===== config.mk =====
export PLATFORM = sky130hd
export DESIGN_NAME = rr_mux_arb
export DESIGN_NICKNAME = d
export VERILOG_FILES = /design/src/rtl/rr_mux_pkg.sv /design/src/rtl/rr_picker.sv /design/src/rtl/rr_mux_arb.sv
export SDC_FILE = /design/constraint.sdc
export NUM_CORES = 1
export LEC_CHECK = 0
export BUFFER_PORTS_ARGS = -buffer_cell sky130_fd_sc_hd__buf_2
export CAP_MARGIN = 25
export CORE_ASPECT_RATIO = 1.2
export CORE_MARGIN = 2
export CORE_UTILIZATION = 40
export DETAILED_ROUTE_END_ITERATION = 6
export PLACE_DENSITY = 0.6
export SYNTH_ARGS = -nofsm -noshare
export SYNTH_HDL_FRONTEND = slang
export SYNTH_SLANG_ARGS = --single-unit

===== constraint.sdc =====
create_clock -name clk -period 6.54 [get_ports clk]
set_input_delay 1.308 -clock clk [delete_from_list [all_inputs] [get_ports clk]]
set_output_delay 1.308 -clock clk [all_outputs]
set_load 0.05 [all_outputs]

===== src/rtl/rr_mux_pkg.sv =====
// Shared constants for the round-robin / fixed-select output mux.
package rr_mux_pkg;
  localparam logic MODE_FIXED  = 1'b0;
  localparam logic MODE_RR     = 1'b1;
  localparam int   GRANT_CNT_W = 16;
endpackage


===== src/rtl/rr_picker.sv =====
// Rotating-priority picker: returns the first requester after base, wrapping modulo NUM_CH.
module rr_picker #(
  parameter int NUM_CH = 16,
  parameter int SEL_W  = $clog2(NUM_CH)
) (
  input  logic [NUM_CH-1:0] req,
  input  logic [SEL_W-1:0]  base,
  output logic [SEL_W-1:0]  gnt_idx,
  output logic              gnt_vld
);

  always_comb begin
    int             idx;
    logic [SEL_W-1:0] idx_s;
    gnt_idx = '0;
    gnt_vld = 1'b0;
    idx     = 0;
    idx_s   = '0;
    // base itself is searched last, so a lone requester at base still wins
    for (int k = 1; k <= NUM_CH; k++) begin
      idx = int'(base) + k;
      if (idx >= NUM_CH) idx = idx - NUM_CH;
      idx_s = SEL_W'(idx);
      if (!gnt_vld && req[idx_s]) begin
        gnt_vld = 1'b1;
        gnt_idx = idx_s;
      end
    end
  end

endmodule


===== src/rtl/rr_mux_arb.sv =====
// NUM_CH-to-1 valid/ready mux with fixed-select or round-robin arbitration and a registered output.
// Optional saturating output-handshake counter enabled by macro RR_MUX_GRANT_CNT_EN.
module rr_mux_arb
  import rr_mux_pkg::*;
#(
  parameter int NUM_CH = 16,
  parameter int DATA_W = 4,
  parameter int SEL_W  = $clog2(NUM_CH)
) (
  input  logic                     clk,
  input  logic                     rst_n,
  input  logic [NUM_CH*DATA_W-1:0] in_data,
  input  logic [NUM_CH-1:0]        in_valid,
  output logic [NUM_CH-1:0]        in_ready,
  input  logic                     mode,
  input  logic [SEL_W-1:0]         fixed_sel,
  output logic [DATA_W-1:0]        out_data,
  output logic [SEL_W-1:0]         out_sel,
  output logic                     out_valid,
`ifdef RR_MUX_GRANT_CNT_EN
  output logic [GRANT_CNT_W-1:0]   grant_cnt,
`endif
  input  logic                     out_ready
);

  logic [DATA_W-1:0] chan_data [NUM_CH];
  logic [DATA_W-1:0] out_data_reg;
  logic [SEL_W-1:0]  out_sel_reg;
  logic              out_valid_reg;
  logic [SEL_W-1:0]  rr_ptr_reg;

  logic [SEL_W-1:0]  pick_idx;
  logic              pick_vld;
  logic [SEL_W-1:0]  cand_idx;
  logic              cand_vld;
  logic              fixed_ok;
  logic              load;
  logic              grant;

  generate
    for (genvar gi = 0; gi < NUM_CH; gi++) begin : g_unpack
      assign chan_data[gi] = in_data[gi*DATA_W +: DATA_W];
    end
  endgenerate

  rr_picker #(.NUM_CH(NUM_CH), .SEL_W(SEL_W)) u_picker (
    .req     (in_valid),
    .base    (rr_ptr_reg),
    .gnt_idx (pick_idx),
    .gnt_vld (pick_vld)
  );

  // Non-power-of-two builds can be handed a select beyond the last channel
  assign fixed_ok = int'(fixed_sel) < NUM_CH;

  always_comb begin
    cand_idx = fixed_sel;
    cand_vld = fixed_ok && in_valid[fixed_sel];
    if (mode == MODE_RR) begin
      cand_idx = pick_idx;
      cand_vld = pick_vld;
    end
  end

  assign load     = !out_valid_reg || out_ready;
  assign grant    = rst_n && load && cand_vld;
  assign in_ready = grant ? (NUM_CH'(1) << cand_idx) : '0;

  always_ff @(posedge clk or negedge rst_n) begin
    if (!rst_n) begin
      out_valid_reg <= 1'b0;
      out_data_reg  <= '0;
      out_sel_reg   <= '0;
      rr_ptr_reg    <= SEL_W'(NUM_CH - 1);
    end else if (load) begin
      out_valid_reg <= grant;
      if (grant) begin
        out_data_reg <= chan_data[cand_idx];
        out_sel_reg  <= cand_idx;
        if (mode == MODE_RR) rr_ptr_reg <= cand_idx;
      end
    end
  end

  assign out_data  = out_data_reg;
  assign out_sel   = out_sel_reg;
  assign out_valid = out_valid_reg;

`ifdef RR_MUX_GRANT_CNT_EN
  logic [GRANT_CNT_W-1:0] grant_cnt_reg;

  always_ff @(posedge clk or negedge rst_n) begin
    if (!rst_n) begin
      grant_cnt_reg <= '0;
    end else if (out_valid_reg && out_ready && grant_cnt_reg != '1) begin
      grant_cnt_reg <= grant_cnt_reg + GRANT_CNT_W'(1);
    end
  end

  assign grant_cnt = grant_cnt_reg;
`endif

endmodule


==> key figures, run 1 <==
Run status
  • Outcome: completed

Cells and area
  • Layout area overhead: 19.4%
  • Antenna Cells: 0
  • Share of layout cells above drive strength 1: about two fifths
  • Nets@finish: ~730

Global routing
  • Initial antenna violation count: 0
  • Global route total overflow: 0
  • Total track usage: approximately a quarter
  • First-pass GRT wire length: between 20000 and 30000 µm
  • Largest net degree at the start of global routing: 28
  • Vias in the first global route: 5091

Synth
  • Cell Area, Synth: between 0.004 and 0.005 mm²
  • Synth Flop Type: dfrtp_1
  • Share of Yosys cell area claimed by the top area cell type: between 10% and 20%
  • Yosys cell types: between 90 and 100
  • Cell taking the most area after synthesis: mux4_2
  • Largest cells by area after synthesis: mux4_2 (17%), mux2i_1 (9.7%), mux2_2 (5.8%)
  • Post-Syn Instances: between 500 and 600
  • Most frequent cell after synthesis: nor2_1
  • Yosys warning total: 0
  • Post-synthesis sequential area ratio: about 7%
  • Syn nets: around 610
  • Avg Cell Area, Syn: 8.98 µm²
  • Synth top cells by count: nor2_1 (49), mux2i_1 (45), nand2_1 (45)
  • Number of synthesized flops with an enable pin: 0
  • Yosys reg bits: 13
  • Ys async rst share: between 90% and 100%

Setup path
  • Reg2reg start: rr_ptr_reg[1]$_DFFE_PN1P_
  • Startpoint types: primary input
  • Worst EP arrival: 5.09 ns
  • Critical Path Fanout Max: 8
  • Crit Path Class: in -> out
  • CP Capture Type: output pin
  • WP data required: ~5.2 ns
  • Critical Path Start: in_valid[15]

Clocking
  • CTS H-tree depth: 1
  • CTS max path bufs: 2
  • Clk root buf: clkbuf_16
  • Total clock sinks: 13
  • CTS tree: yes
  • Cts hold-fix bufs: 0
  • Worst skew pair latency: around 0.24 ns
  • Clock transition at path regs: approximately 0.050 ns
  • Num CTS Buffers: 3

STA
  • Clock skew: around 0.0024 ns
  • Fmax: between 0.15 and 0.2 GHz
  • Final worst path period need: around 6.4 ns
  • Hold Vio Cnt, Final: 0
  • RSZ-0062 raised after global routing: no
  • Pins Over Slew Limit: 0
  • Final worst slack: 0.139 ns
  • Final setup fails: 0
  • Slew margin rel.: about half
  • Crit share post-route: 97.9%
  • Final TNS setup: 0 ns
  • Measured slew at the worst slew-check pin: 0.770 ns
  • Worst slack on hold paths: 0.495 ns

Floorplan
  • # rows: 43
  • Top-level I/O count: 113
  • Core area: 0.0115 mm²
  • Die Area: between 0.01 and 0.015 mm²
  • Die outline width: a little over 100 µm
  • Starting Density: about two fifths
  • Die Y: between 100 and 150 µm

Min path
  • Hold path startpoint: out_sel[0]$_DFFE_PN0P_
  • Hold crit path type: reg -> reg

Job
  • Max Cap Violations: 0

Placed design
  • DP Wirelength: approximately 13000 µm
  • Gpl congestion: 0.938
  • Port bufs: about 110
  • Dpl ws: ~0.092 ns

Routing
  • Drt first pass iters: 5
  • Drt initial violations: approximately 330
  • Via density: roughly 6.5
  • Final WL: 16900 µm
  • Routed wire per std cell: around 21 µm
  • # DRC: 0
  • Antenna Nets Post-Route: 0
  • DR vias: roughly 5100
[stage by stage]
stage / area (µm²) / util [%] / std cells
2_1_floorplan: 4660 / - / 517
6_report: 5540 / 48.4 / 788
3_5_place_dp: 5440 / 47.5 / 782
4_1_cts: 5520 / 48.2 / 786
5_1_grt: 5540 / 48.4 / 788
3_3_place_gp: 5440 / 47.5 / 782
[worst paths after layout]
kind                       depth (start not counted)  slack (ns)                        end
hold reg to reg                                    1        0.50     out_sel[0]$_DFFE_PN0P_
setup reg to reg                                  15        1.35    out_data[2]$_DFFE_PN0P_
hold / removal                                     1        0.50     out_sel[0]$_DFFE_PN0P_
min in group asynchronous                          1        0.96    out_data[2]$_DFFE_PN0P_
setup / recovery                                  13        0.14                in_ready[2]
max in group asynchronous                          1        5.29  rr_ptr_reg[2]$_DFFE_PN1P_
[worst max-delay path, stage by stage]
cell	delay [ns]
buf_2	0.14
mux4_1	0.54
mux4_2	0.57
a2111o_1	0.44
or3_4	0.38
nor3_4	0.31
o31ai_1	0.17
and3_1	0.22
a21oi_2	0.20
nand2_1	0.12
or2_4	0.31
a21oi_2	0.11
buf_2	0.27
[cells by family after synthesis]
logic type | Yosys count | share of synthesized area (%)
fa+ha+maj | 8 | 2.16
xor+xnor | 11 | 2.08
buf+inv | 52 | 5.85
simple gates | 172 | 20.5
flops | 13 | 7.12
compound gates | 145 | 24.0
mux | 116 | 38.4
[per-layer routing]
layer / part of all wire [%] / up-vias / track usage (%)
li1: - / 2328 / -
met1: 39 / 2460 / 32.3
met2: 50 / 276 / 46.4
met3: 7.2 / 54 / 4.02
met4: 4.3 / 0 / 11.5
met5: 0 / - / 0
[area by class of cell]
| class | count | area (µm²) |
|---|---|---|
| inverters | 19 | 71.3 |
| fillers | 1131 | 5920 |
| repair buffers | 143 | 796 |
| clock buffers | 3 | 75.1 |
| flip-flops and latches | 13 | 330 |
| multi-input cells | 452 | 4070 |
| clock inverters | 1 | 5.00 |
| well taps | 157 | 196 |
[repair_timing]
item | 4_1_cts | 5_1_grt
gates resized for setup | 0 | 3
buffers inserted | 0 | 2
setup endpoints to repair | 0 | 11
[cell usage in the layout (no fill, tap or decap), drive strengths merged, types with 5 or more instances in the layout]
cell,instances
mux4,44
mux2i,46
a22oi,7
a2111oi,7
o31ai,5
nor2,50
mux2,26
o21ai,12
a22o,7
inv,18
a211oi,8
dfrtp,9
o211ai,5
nor3,10
o22ai,21
nand3,8
buf,142
nand4b,8
nand2,45
and3,10
a21oi,30
ha,8
or3,9
xnor2,9
Power of run 1 is not shown: default switching activity piles up to over one toggle a cycle in this logic, so the estimate is an artifact.
==> run 2, diff against run 1 <==
--- a/config.mk
+++ b/config.mk
@@ -11,7 +11,8 @@
 export CORE_MARGIN = 2
 export CORE_UTILIZATION = 40
 export DETAILED_ROUTE_END_ITERATION = 6
-export PLACE_DENSITY = 0.6
+export PLACE_DENSITY = 0.65
 export SYNTH_ARGS = -nofsm -noshare
 export SYNTH_HDL_FRONTEND = slang
+export SYNTH_HIERARCHICAL = 1
 export SYNTH_SLANG_ARGS = --single-unit
==> run 2 against run 1 <==
- final cell count decreased by 4.1%
- largest cell class unchanged
- cell area down 5.7%
- via count is 3.8% lower
- critical endpoint is now in_ready[10]
- area after synthesis shrank 5.4%
- die area down 5.2%
- critical path depth up 1
==> key figures, run 2 <==
Run status
  • Outcome: completed

Floorplan
  • # rows: 41 (-4.7%)
  • Top-level I/O count: 113 (unchanged)
  • Die Area: 0.0118 mm² (-5.2%)
  • Starting Density: 41.4% (+0.85 points)
  • Die outline width: 99.7 µm (-2.6%)
  • Core area: 0.0106 mm² (-7.3%)
  • Die Y: 119 µm (-2.6%)

Setup path
  • Crit-path cells: buf_2 -> mux4_1 -> mux4_2 -> clkinv_4 -> nand2_1 -> or3_4 -> or4_1 -> a32oi_1 -> a31o_1 -> buf_4 -> and3b_1 -> o21ai_2 -> nor2_1 -> buf_2
  • FF-to-FF setup slack: 1.22 ns (-0.13 ns)
  • Reg2reg start: rr_ptr_reg[0]$_DFFE_PN1P_
  • Critical-path top delay cell: mux4_2
  • WP data required: 5.23 ns (about the same)
  • Crit-path max cell delay: 0.60 ns (+0.03 ns)
  • Family with the most delay on the worst path: simple AND/OR/NAND/NOR gates
  • Startpoint types: primary input
  • Worst EP arrival: 5.10 ns (about the same)
  • Path depth of the worst reg2reg path: 16 (+1)
  • R2r endpoint: out_data[3]$_DFFE_PN0P_
  • CP Capture Type: output pin
  • Critical Path Fanout Max: 8 (unchanged)
  • Levels on crit path: 14 (+1)
  • Crit Path Class: in -> out
  • CP bufs+invs: 4 (+2)
  • CP dominant cell by count: buf_2

STA
  • Crit share post-route: 97.9% (about the same)
  • Hold Vio Cnt, Final: 0 (unchanged)
  • Measured slew at the worst slew-check pin: 0.698 ns (-0.0726 ns)
  • Fmax: 0.156 GHz (about the same)
  • Pins Over Slew Limit: 0 (unchanged)
  • Final setup fails: 0 (unchanged)
  • Final TNS setup: 0 ns (unchanged)
  • Slew margin rel.: 53.1% (+4.5 points)
  • Clock skew: 0.00324 ns (+0.000816 ns)
  • Final worst path period need: 6.40 ns (+0.00382 ns)

Synth
  • Synth Flop Type: dfrtp_1
  • Synth top cells by count: mux2i_1 (50), nand2_1 (50), nor2_1 (47)
  • Cell taking the most area after synthesis: mux4_2
  • Syn nets: 607 (-0.98%)
  • Yosys reg bits: 13 (unchanged)
  • Number of synthesized flops with an enable pin: 0 (unchanged)
  • Post-Syn Instances: 511 (-1.2%)
  • Ys async rst share: 100% (unchanged)
  • Yosys cell types: 78 (-15%)
  • Largest cells by area after synthesis: mux4_2 (15%), mux2i_1 (11%), mux2_2 (7.7%)
  • Cell Area, Synth: 0.00439 mm² (-5.4%)
  • Share of Yosys cell area claimed by the top area cell type: 14.9% (-2.6 points)
  • Avg Cell Area, Syn: 8.59 µm² (-4.3%)
  • Post-synthesis sequential area ratio: 7.52% (+0.41 points)
  • Yosys warning total: 6 (+6)

Routing
  • DR vias: 4926 (-3.8%)
  • Routed wire per std cell: 20.9 µm (-2.4%)
  • # DRC: 0 (unchanged)
  • Via density: 6.52 (+0.32%)
  • Final WL: 15800 µm (-6.4%)
  • Drt initial violations: 348 (+5.1%)
  • Drt first pass iters: 5 (unchanged)
  • Antenna Nets Post-Route: 0 (unchanged)

Placed design
  • DP Wirelength: 12600 µm (-6.2%)
  • Port bufs: 112 (unchanged)
  • Gpl congestion: 1.06 (+14%)

Clocking
  • Total clock sinks: 13 (unchanged)
  • CTS H-tree depth: 1 (unchanged)
  • Num CTS Buffers: 3 (unchanged)
  • Clk root buf: clkbuf_16
  • Cts hold-fix bufs: 0 (unchanged)
  • Clock transition at path regs: 0.04 ns (about the same)
  • Worst skew pair latency: 0.24 ns (about the same)
  • CTS max path bufs: 2 (unchanged)
  • CTS tree: yes

Cells and area
  • Share of layout cells above drive strength 1: 37.2% (-2.0 points)
  • Antenna Cells: 0 (unchanged)
  • Nets@finish: 724 (-0.55%)
  • Most frequent cells in the layout: buf_2 (108), nand2_1 (50), mux2i_1 (50)
  • Layout area overhead: 19.1%
  • Fill count: 1012 (-11%)
  • Commonest non-fill, non-tap cell in the layout: buf_2
  • Final core occ: 49.3% (+0.87 points)

Min path
  • WHS Endpoint: out_sel[3]$_DFFE_PN0P_
  • Hold path cells: 2 (+1)
  • Hold path startpoint: out_sel[3]$_DFFE_PN0P_
  • Hold crit path type: reg -> reg

Global routing
  • Global route total overflow: 0 (unchanged)
  • First-pass GRT wire length: 25700 µm (-1.7%)
  • Total track usage: 26.8% (+0.13 points)
  • Initial antenna violation count: 0 (unchanged)
  • Largest net degree at the start of global routing: 35 (+25%)
  • Vias in the first global route: 4886 (-4.0%)

Job
  • Max Cap Violations: 0 (unchanged)
## run 2: worst min-delay path, stage by stage, from the launching register on
cell and delay, ns:
dfrtp_1 0.34, nand2_1 0.05, o21ai_0 0.07
## run 2: repair_timing
action	in CTS	in global routing
setup buffers	0	2
resized for setup	0	8
endpoints found under the setup margin	0	16
## run 2: area by class of cell
cell class / instances / area, µm² / share of cell area, %
Sequential cell: 13 / 330 / 6.32
Clock buffer: 4 / 78.8 / 1.51
Tap cell: 129 / 161 / 3.09
Multi-Input combinational cell: 454 / 3810 / 72.8
Timing Repair Buffer: 142 / 796 / 15.2
Inverter: 14 / 57.6 / 1.10
## run 2: kinds of logic (layout without fill, tap and decap cells)
family                   Yosys count  in the layout  synth area share (%)
adder cells (fa/ha/maj)            8              8                  2.28
AO/OA/AOI/OAI                    153            153                  23.9
XOR/XNOR                           9              9                  2.14
buffers and inverters             44            160                  5.81
flip-flops                        13             13                  7.52
AND/OR/NAND/NOR                  164            164                  18.8
multiplexers                     120            120                  39.5
## run 2: how the worst max path moves through the flow
stage / startpoint / endpoint / slack (ns)
2_1_floorplan: rr_ptr_reg[0]$_DFFE_PN1P_ / in_ready[3] / 0.04
3_3_place_gp: in_valid[4] / in_ready[10] / 0.13
3_5_place_dp: in_valid[13] / in_ready[9] / 0.14
4_1_cts: in_valid[4] / in_ready[9] / 0.13
5_1_grt: in_valid[9] / in_ready[1] / -0.009
6_report: in_valid[6] / in_ready[10] / 0.14
## run 2: stage by stage
step / instances / instance area, µm² / setup slack (ns) / hold WS [ns]
global placement: 750 / 5130 / 0.132 / 0.467
floorplan: 511 / 4390 / 0.0402 / 0.620
detailed placement: 750 / 5130 / 0.143 / 0.482
CTS: 754 / 5200 / 0.130 / 0.492
finish: 756 / 5230 / 0.136 / 0.491
global route: 756 / 5230 / -0.00925 / 0.524
## run 2: metal layers
layer	routed length [µm]	track usage, %	vias to the layer above
met1	6040	33.8	2325
li1	-	-	2251
met5	0	0	-
met2	7850	45.9	284
met3	1040	2.25	66
met4	835	12.4	0
Power of run 2 is left out for the same reason.
==> run 3, diff against run 2 <==
--- a/config.mk
+++ b/config.mk
@@ -7,7 +7,6 @@
 export LEC_CHECK = 0
 export BUFFER_PORTS_ARGS = -buffer_cell sky130_fd_sc_hd__buf_2
 export CAP_MARGIN = 25
-export CORE_ASPECT_RATIO = 1.2
 export CORE_MARGIN = 2
 export CORE_UTILIZATION = 40
 export DETAILED_ROUTE_END_ITERATION = 6
==> run 3 against run 2 <==
- sequential share of layout area fell by 0.064 points
- global-route usage fell by 1.1 points
- non-clock buffer count rose by 4
- final cell count rose by 2.0%
- flip-flop and latch count did not move
==> key figures, run 3 (synthesis results as in run 2) <==
Floorplan
  • Die Y: 109 µm (-8.4%)
  • Core area: 0.0108 mm² (+1.6%)
  • Starting Density: 40.7% (-0.67 points)
  • Die outline width: 109 µm (+9.2%)
  • Top-level I/O count: 113 (unchanged)
  • # rows: 38 (-7.3%)
  • Die Area: 0.0118 mm² (about the same)

Routing
  • Drt first pass iters: 4 (-1)
  • Top routing layer in use: met4
  • Antenna Nets Post-Route: 0 (unchanged)
  • Via density: 6.37 (-2.2%)
  • DR vias: 4914 (-0.24%)
  • Routed wire per std cell: 19.7 µm (-5.4%)
  • Final WL: 15200 µm (-3.5%)
  • # DRC: 0 (unchanged)
  • Wire length on met1: 6400 µm (+5.9%)
  • Met3 wire len: 1230 µm (+18%)
  • Met2 WL: 7270 µm (-7.5%)
  • Drt initial violations: 360 (+3.4%)

Setup path
  • Crit Path Class: in -> out
  • CP Capture Type: output pin
  • Crit-path cells: buf_2 -> mux4_1 -> mux4_2 -> nor4_4 -> buf_4 -> nand2_1 -> o32ai_1 -> o211ai_1 -> mux2i_2 -> and2_1 -> nand2_1 -> nor2_1 -> buf_2
  • Crit-path max cell delay: 0.57 ns (-0.03 ns)
  • Worst EP arrival: 5.07 ns (-0.03 ns)
  • WP data required: 5.23 ns (about the same)
  • Startpoint types: primary input
  • Family with the most delay on the worst path: multiplexers
  • Critical-path top delay cell: mux4_1
  • Critical Path Fanout Max: 8 (unchanged)
  • CP bufs+invs: 3 (-1)

Global routing
  • Vias in the first global route: 4537 (-7.1%)
  • Largest net degree at the start of global routing: 36 (+2.9%)
  • First-pass GRT wire length: 23900 µm (-6.8%)
  • Initial antenna violation count: 0 (unchanged)
  • Global route total overflow: 0 (unchanged)
  • Total track usage: 25.7% (-1.1 points)

Run status
  • Outcome: completed

STA
  • Hold Vio Cnt, Final: 0 (unchanged)
  • Measured slew at the worst slew-check pin: 0.718 ns (+0.0206 ns)
  • Fmax: 0.157 GHz (+0.36%)
  • Slew margin rel.: 50.7% (-2.4 points)
  • Final setup fails: 0 (unchanged)
  • RSZ-0062 raised after global routing: no
  • Clock skew: 0.000370 ns (-0.00287 ns)
  • Final worst slack: 0.159 ns (+0.0232 ns)
  • Final worst path period need: 6.38 ns (-0.0232 ns)
  • Pins Over Slew Limit: 0 (unchanged)
  • Final TNS setup: 0 ns (unchanged)
  • Crit share post-route: 97.6% (-0.35 points)

Cells and area
  • Nets@finish: 728 (+0.55%)
  • Most frequent cells in the layout: buf_2 (111), nand2_1 (50), mux2i_1 (50)
  • Fill count: 1041 (+2.9%)
  • Antenna Cells: 0 (unchanged)
  • Share of layout cells above drive strength 1: 37.6% (+0.40 points)
  • Layout area overhead: 20.3%
  • Commonest non-fill, non-tap cell in the layout: buf_2
  • Final core occ: 49.0% (-0.30 points)

Min path
  • Hold crit path type: reg -> reg

Job
  • Max Cap Violations: 0 (unchanged)

Placed design
  • Gpl congestion: 0.992 (-6.8%)
  • Port bufs: 112 (unchanged)
  • DP Wirelength: 12500 µm (-1.0%)
  • Dpl ws: 0.167 ns (+0.0244 ns)

Clocking
  • CTS tree: yes
  • CTS H-tree depth: 1 (unchanged)
  • Total clock sinks: 13 (unchanged)
  • Post-CTS Setup Repair Bufs: 0 (unchanged)
  • Post-cts resize count: 0 (unchanged)
  • Clk root buf: clkbuf_8
  • Cts hold-fix bufs: 0 (unchanged)
  • CTS max path bufs: 2 (unchanged)
  • Clock transition at path regs: 0.05 ns (about the same)
  • Worst skew pair latency: 0.24 ns (about the same)
  • Num CTS Buffers: 3 (unchanged)
run 3: cell types whose count changed in the layout (fill, tap and decap cells not counted), sizes merged:
cell	delta
clkbuf	-2
buf	+6
run 3: layout make-up:
cell class	instances	area [µm²]	area share, %
tap	140	175	3.32
inverter	14	57.6	1.09
multi-input combinational	454	3820	72.3
timing repair buffer	146	856	16.2
sequential	13	330	6.25
clock buffer	4	45.0	0.852
run 3: worst min-delay path: cells and delay by family, from the launching register on:
| family | cells | cell delay [ns] |
|---|---|---|
| compound gates | 1 | 0.06 |
| flops | 1 | 0.35 |
| simple gates | 1 | 0.05 |
run 3: path summary, 6_finish.rpt:
check,from,end,slack [ns],cells after the start
max reg2reg,rr_ptr_reg[1]$_DFFE_PN1P_,out_data[0]$_DFFE_PN0P_,1.45,16
min in group asynchronous,rst_n,out_valid$_DFFE_PN0N_,0.95,1
max,in_valid[9],in_ready[4],0.16,13
min,out_sel[2]$_DFFE_PN0P_,out_sel[2]$_DFFE_PN0P_,0.49,2
min reg2reg,out_sel[2]$_DFFE_PN0P_,out_sel[2]$_DFFE_PN0P_,0.49,2
max in group asynchronous,rst_n,rr_ptr_reg[0]$_DFFE_PN1P_,5.30,1
run 3: metal layers:
metal / vias up / track usage [%]
li1: 2264 / -
met5: - / 0
met4: 0 / 5.77
met1: 2391 / 36.0
met3: 24 / 2.87
met2: 235 / 42.5
run 3: per-stage QoR:
step | hold WS (ns) | std cells | instance area (µm²)
2_1_floorplan | 0.620 | 511 | 4390
3_3_place_gp | 0.470 | 767 | 5220
3_5_place_dp | 0.483 | 767 | 5220
4_1_cts | 0.494 | 771 | 5270
5_1_grt | 0.533 | 771 | 5280
6_report | 0.486 | 771 | 5280
Power of run 3 is left out for the same reason.
